[src/rtl/id_stage_ctrl.sv]
// -----------------------------------------------------------------------------
// id_stage_ctrl
// Decode-stage pipeline register and control. Holds the instruction in ID,
// runs the valid/allowin handshake with IF and EX, resolves branches/jumps
// using the forwarded rs/rt operands, and tracks the branch-delay-slot flag.
// A flush from WB kills whatever ID holds.
// -----------------------------------------------------------------------------
module id_stage_ctrl #(
  parameter logic [31:0] RESET_PC = 32'h0000_0000
) (
  input  logic        clk,
  input  logic        resetn,
  input  logic        flush,
  // fetch side
  input  logic        fs_to_ds_valid,
  input  logic [31:0] fs_pc,
  input  logic [31:0] fs_inst,
  output logic        ds_allowin,
  // held instruction
  output logic        ds_valid,
  output logic [31:0] ds_pc,
  output logic [31:0] ds_inst,
  // decoder / forwarding inputs
  input  logic [3:0]  br_type,
  input  logic        ds_stall,
  input  logic [31:0] rs_value,
  input  logic [31:0] rt_value,
  // execute side
  input  logic        es_allowin,
  output logic        ds_to_es_valid,
  // branch resolution
  output logic        ds_in_bd,
  output logic        br_taken,
  output logic [31:0] br_target,
  output logic        br_stall
);

  localparam logic [3:0] BR_NONE = 4'd0;
  localparam logic [3:0] BR_BEQ  = 4'd1;
  localparam logic [3:0] BR_BNE  = 4'd2;
  localparam logic [3:0] BR_BGEZ = 4'd3;
  localparam logic [3:0] BR_BGTZ = 4'd4;
  localparam logic [3:0] BR_BLEZ = 4'd5;
  localparam logic [3:0] BR_BLTZ = 4'd6;
  localparam logic [3:0] BR_J    = 4'd7;
  localparam logic [3:0] BR_JR   = 4'd8;

  logic        ds_valid_r;
  logic [31:0] ds_pc_r;
  logic [31:0] ds_inst_r;
  logic        bd_flag_r;

  logic        ready_go_s;
  logic        allowin_s;
  logic        leave_s;
  logic        is_branch_s;
  logic        cond_true_s;
  logic [31:0] target_s;
  logic [31:0] pc4_s;
  logic [31:0] br_off_s;
  logic        rs_neg_s;
  logic        rs_zero_s;

  // Handshake: ID may go when forwarding does not stall it; it leaves only
  // when EX accepts and no flush is killing it.
  assign ready_go_s = ~ds_stall;
  assign allowin_s  = ~ds_valid_r | (ready_go_s & es_allowin);
  assign leave_s    = ds_valid_r & ready_go_s & es_allowin & ~flush;

  // Any encoded branch or jump (1..8) opens a delay slot; 9-15 decode as none.
  assign is_branch_s = (br_type >= BR_BEQ) && (br_type <= BR_JR);

  assign pc4_s     = ds_pc_r + 32'd4;
  assign br_off_s  = {{14{ds_inst_r[15]}}, ds_inst_r[15:0], 2'b00};
  assign rs_neg_s  = rs_value[31];
  assign rs_zero_s = (rs_value == 32'd0);

  // Branch condition and target selection by branch type.
  always_comb begin
    cond_true_s = 1'b0;
    target_s    = pc4_s + br_off_s;
    case (br_type)
      BR_NONE: begin
        cond_true_s = 1'b0;
      end
      BR_BEQ: begin
        cond_true_s = (rs_value == rt_value);
      end
      BR_BNE: begin
        cond_true_s = (rs_value != rt_value);
      end
      BR_BGEZ: begin
        cond_true_s = ~rs_neg_s;
      end
      BR_BGTZ: begin
        cond_true_s = ~rs_neg_s & ~rs_zero_s;
      end
      BR_BLEZ: begin
        cond_true_s = rs_neg_s | rs_zero_s;
      end
      BR_BLTZ: begin
        cond_true_s = rs_neg_s;
      end
      BR_J: begin
        cond_true_s = 1'b1;
        target_s    = {pc4_s[31:28], ds_inst_r[25:0], 2'b00};
      end
      BR_JR: begin
        cond_true_s = 1'b1;
        target_s    = rs_value;
      end
      default: begin
        cond_true_s = 1'b0;
      end
    endcase
  end

  // Valid bit: flush kills, otherwise refill from IF whenever ID can accept.
  always_ff @(posedge clk or negedge resetn) begin
    if (!resetn) begin
      ds_valid_r <= 1'b0;
    end else if (flush) begin
      ds_valid_r <= 1'b0;
    end else if (allowin_s) begin
      ds_valid_r <= fs_to_ds_valid;
    end
  end

  // Instruction payload: captured only when a real instruction enters ID.
  always_ff @(posedge clk or negedge resetn) begin
    if (!resetn) begin
      ds_pc_r   <= RESET_PC;
      ds_inst_r <= 32'd0;
    end else if (!flush && allowin_s && fs_to_ds_valid) begin
      ds_pc_r   <= fs_pc;
      ds_inst_r <= fs_inst;
    end
  end

  // Delay-slot flag: set by a branch leaving ID and kept across bubbles until
  // the next instruction leaves; flush clears it.
  always_ff @(posedge clk or negedge resetn) begin
    if (!resetn) begin
      bd_flag_r <= 1'b0;
    end else if (flush) begin
      bd_flag_r <= 1'b0;
    end else if (leave_s) begin
      bd_flag_r <= is_branch_s;
    end
  end

  assign ds_allowin     = allowin_s;
  assign ds_valid       = ds_valid_r;
  assign ds_pc          = ds_pc_r;
  assign ds_inst        = ds_inst_r;
  assign ds_to_es_valid = ds_valid_r & ready_go_s & ~flush;
  assign ds_in_bd       = ds_valid_r & bd_flag_r;
  assign br_taken       = leave_s & cond_true_s;
  assign br_target      = target_s;
  assign br_stall       = ds_valid_r & is_branch_s & ds_stall;

endmodule

[config.mk]
export PLATFORM = sky130hd
export DESIGN_NAME = id_stage_ctrl
export DESIGN_NICKNAME = d
export VERILOG_FILES = /design/src/rtl/id_stage_ctrl.sv
export SDC_FILE = /design/constraint.sdc
export NUM_CORES = 1
export LEC_CHECK = 0
export CAP_MARGIN = 40
export CORE_MARGIN = 2
export CORE_UTILIZATION = 45
export CTS_CLUSTER_SIZE = 14
export DETAILED_ROUTE_END_ITERATION = 12
export PLACE_DENSITY_LB_ADDON = 0.08
export SYNTH_ARGS = -nofsm -noshare
export SYNTH_HDL_FRONTEND = slang
export SYNTH_SLANG_ARGS = --single-unit
[constraint.sdc]
create_clock -name clk -period 6.1 [get_ports clk]
set_input_delay 0.915 -clock clk [delete_from_list [all_inputs] [get_ports clk]]
set_output_delay 0.915 -clock clk [all_outputs]
set_load 0.01 [all_outputs]
[Yosys cells after proc, flatten, opt, wreduce, memory -nomap -nowiden]
Index checks and enable logic that the tools add are counted.
W data, S select, Z words.
Cells by class
  shift-type cells: 0
  muxes and demuxes: 6
  multiply operators: 0
  div/mod/pow operators: 0
  add/sub/neg operators: 2
  $lt $le $gt $ge: 2
  bitwise operators: 17
  eq/ne operators: 10
  reductions and logical operators: 8
Operator list (count)
  $pmux W32 S2: 1
  $add A32 B3 Y32 const B: 1
  $add A32 B32 Y32: 1
  $eq A32 B32 Y1: 1
  $logic_not A32 Y1: 1
  $ne A32 B32 Y1: 1
  $eq A4 B3 Y1 const B: 4
  $and A1 B1 Y1: 10
  $eq A4 B2 Y1 const B: 2
  $pmux W1 S7: 1
  $not A1 Y1: 5
  $eq A4 B1 Y1 const B: 1
  $eq A4 B4 Y1 const B: 1
  $ge A4 B1 Y1 const B: 1
  $le A4 B4 Y1 const B: 1
  $mux W1: 4
  $reduce_bool A2 Y1: 2
  $logic_and A1 B1 Y1: 3
  $or A1 B1 Y1: 2
  $reduce_or A2 Y1: 1
  $logic_not A1 Y1: 1
Storage, ports and cells
  register bits: 66
  RAM bits: 0
  memories: 0
  latch bits: 0
  memory bits (read-only): 0

[Logic depth before layout (Yosys ltp)]
  depth in word-level cells: 6
  mapped depth: 16
  gate-level depth less buffers: 15

[Least setup slack after synthesis]
No wires, ideal clock.
  path kind: register -> output
  start: register ds_pc_r[11] (netlist: ds_pc[11])
  end: output br_target[31]
  path slack: 1.827 ns
  stages on the path, launching flop included: 15
  arrival time: 3.358 ns
  buffers on the path: 1
  path through: dfrtp_1 -> and4_1 -> and4_1 -> buf_2 -> nand3b_1 -> nand2b_1 -> xnor2_1 -> ha_1 -> and3_1 -> nand2_1 -> or3_1 -> a211oi_1 -> nor4_1 -> or2_0 -> o311ai_1
Between the ends
  word-level cells in the longest chain between the ends: 3
Ends and longest elaborated chain
  from (decl): RTL line 49  | logic [31:0] ds_pc_r;
  from (signal assigned): RTL line 135  | ds_pc_r <= fs_pc;
  $add A32 B3 Y32 *: RTL line 73  | assign pc4_s = ds_pc_r + 32'd4;
  $add A32 B32 Y32: RTL line 81  | target_s = pc4_s + br_off_s;
  $pmux W32 S2 *: RTL line 82  | case (br_type)
  to (decl): RTL line 34  | output logic [31:0] br_target,
Every way passes the cells marked *; elsewhere a longest branch is shown, timed or not.

[Worst setup path in the final report]
  start: register ds_pc_r[4] (netlist: ds_pc[4])
  end: output br_target[31]
The elaborated chain is that of the path after synthesis.

==> summary.txt <==
Run status: completed
Fin crit share: 0.912
Layout Nets: 1003
Crit path depth: 14
Sw frac: 0.393
Die W: 115 µm
Clock slew at reported path FFs: 60 ps
Xor-xnor portion of the synthesized cell area: 0.133
Startpoint types: flop
Routed WL per cell: 20.0 µm
R2R Path Start: ds_valid
DR top layer: met4
Final Skew: 4.62 ps
Pwr dens: 332 nW/µm²
M1 WL: 8080 µm
Port Buffers: 239
DR vias: 5750
Slew headroom: 0.419
Worst r2r dst: ds_pc[19]
Commonest non-fill, non-tap cell in the layout: clkdlybuf4s50_1
Final hold slack: 363 ps
Most frequent cells in the layout: 238 x clkdlybuf4s50_1, 69 x xnor2_1, 66 x dfrtp_1
Slowest-stage cell, CP: clkdlybuf4s50_1
Post-synthesis adder-cell area fraction: 0.0758
Clk pwr share: 0.186
Max FO, Critical Path: 7
Setup CP Type: flop to output pin
Power Total: 2.79 mW
DR WL met2: 9490 µm
Share of cells above drive strength 1: 0.0956
Initial DRC Count: 380
Final hold viol count: 0
Final setup viols: 0
Critical path data required time: 5180 ps
WL met3: 1470 µm
Final min period: 5560 ps
Final HPWL DP: 15700 µm
Worst slew pin tran: 872 ps
Final GP Congestion: 0.925
DR pass1 iterations: 8
Number of fillers in the final layout: 992
Synthesized net count: 772
Post-CTS sizing: 0
First-pass GRT wire length: 30300 µm
Top cell type's share of synthesized area: 0.298
Full die area: 13200 µm²
# DRC: 0
Max-cap violations: 0
Die height: 115 µm
Slew Limit Fails: 0
Multiplexer area fraction after synthesis: 0.126
Critical path buffers and inverters: 1
Avg Vias per Cell: 5.84
Initial antenna violation count: 0
Sequential fraction of the synthesis area: 0.298
Area Growth Syn to Fin: 51.4%
Post-Layout Cell Count: 984
Ant. Diodes: 0
Flop pwr share: 0.222
Placed Area: 8100 µm²
Largest family of logic cells by synthesized area: compound AO/OA/AOI/OAI gates
Num CTS Buffers: 9
FF-to-FF path depth: 4
Vias in the first global route: 5663
Finished Cell Area: 8400 µm²
Critical-path cell list: and3_1, nand4_1, nand3b_1, nand2b_1, xnor2_1, ha_1, and3_1, nand2_1, or3_1, a211oi_1, nor4_1, or2_0, o311ai_1, clkdlybuf4s50_1
Gate count after technology mapping: 601
Crit path largest cell delay: 610 ps
CP Capture Type: output pin
EDFF count, synth: 0
Cell taking the most area after synthesis: dfrtp_1
Leakage: 3.31 nW
Root buffer cell: clkbuf_16
Routed WL: 19700 µm
Asr flop ratio synth: 1.00
Remaining global-route overflow: 0
Clk buf depth: 2
Synthesized area per cell: 9.22 µm²
Worst setup path end: br_target[31]
Yosys cell types: 58
Yosys warning total: 0
Synth area leaders: dfrtp_1 30%, xnor2_1 11%, mux2_2 10%
HP Class: input port to async pin
Setup_tns: 0 ps
Maximum clock frequency: 180 MHz
H-tree Lvls: 3
Synthesized area: 5540 µm²
P_int: 1.69 mW
R2r setup slk: 4050 ps
Row cnt: 40
CP most frequent cell: and3_1
Starting density of the core: 0.462
Worst skew pair latency: 340 ps
Core area: 12000 µm²
Synth Register Bits: 66
RSZ-0062 raised after global routing: false
Synth Area in Compound Gates: 0.187
# Post-CTS Setup Buffers: 0
Placed insts: 968
Comb power frac: 0.592
VDD IR max: 0.000237 V
Critical path startpoint: ds_pc[4]
CTS tree: yes
Post-Synth Simple-Gate Area: 0.153
Num ports: 240
Net Switching: 1.10 mW
Top_reg_cell synth: dfrtp_1
Crit path arrival time: 4650 ps
Sink Count: 66
DRT antenna net count: 0
All-Layer GR Usage: 0.299
Cell family with most CP delay: simple AND/OR/NAND/NOR gates
Largest net degree at the start of global routing: 69
Hold buffer count at cts: 0
-- metrics by stage --
| stage | utilization | worst slack (ps) |
|---|---|---|
| 2_1_floorplan | - | 1830 |
| 3_5_place_dp | 0.674 | 936 |
| 6_report | 0.699 | 536 |
| 4_1_cts | 0.699 | 533 |
| 5_1_grt | 0.699 | 260 |
| 3_3_place_gp | 0.670 | 1020 |
-- routing by layer --
| layer | up-vias | global-route usage |
|---|---|---|
| met5 | - | 0 |
| met4 | 0 | 0.132 |
| li1 | 2701 | - |
| met1 | 2741 | 0.365 |
| met2 | 260 | 0.510 |
| met3 | 48 | 0.0606 |
-- synthesized netlist by cell type, types with 2 or more instances --
library cell,count
a211o_1,5
a211oi_1,2
a21o_1,15
a21oi_1,34
a22oi_1,30
a31o_1,2
and2_1,6
and3_1,12
and4_1,4
buf_1,2
buf_2,6
clkbuf_1,15
dfrtp_1,66
ha_1,32
inv_1,13
mux2_1,11
mux2_2,50
nand2_1,45
nand2b_1,4
nand3_1,15
nand3b_1,2
nand4_1,20
nor2_1,21
nor2b_1,5
nor3_1,8
nor3b_1,2
nor4_1,11
o21a_1,3
o21ai_0,19
o21ai_1,23
o21bai_1,3
o22ai_1,4
o31ai_1,3
or4_1,2
xnor2_1,69
xor2_1,15
-- flip-flops by register name, summed over array words and instances (netlist names) --
name,cells
ds_inst,32
ds_pc,32
bd_flag_r,1
ds_valid,1
-- worst min-delay path by stage --
stage,end,from
2_1_floorplan,bd_flag_r,bd_flag_r
3_3_place_gp,ds_inst[31],ds_inst[31]
3_5_place_dp,ds_inst[31],ds_inst[31]
4_1_cts,ds_inst[24],resetn
5_1_grt,ds_inst[24],resetn
6_report,ds_inst[24],resetn
-- logic make-up after synthesis --
family	count (synthesis)
AOI/OAI and AO/OA	157
xor gates and xnor gates	84
adders and majority gates	33
buffers and inverters	37
DFF	66
muxes	62
and+or+nand+nor	162
-- cell type report --
cell class / instances / area, µm² / share of cell area
clock inverters: 6 / 67.6 / 0.00805
inverters: 13 / 48.8 / 0.00581
flip-flops and latches: 66 / 1650 / 0.197
well taps: 147 / 184 / 0.0219
repair buffers: 244 / 2470 / 0.294
clock buffers: 10 / 229 / 0.0273
multi-input cells: 498 / 3750 / 0.446
-- power groups by stage --
stage | Sequential (mW) | Clock, mW | Combinational [mW]
final | 0.620 | 0.519 | 1.65
after detailed placement | 0.627 | 0 | 1.64
after CTS | 0.620 | 0.532 | 1.65
after global routing | 0.635 | 0.547 | 1.77
after floorplan | 0.638 | 0 | 0.831
after global placement | 0.620 | 0 | 1.62
No activity file was read; power rests on OpenSTA's default activity.
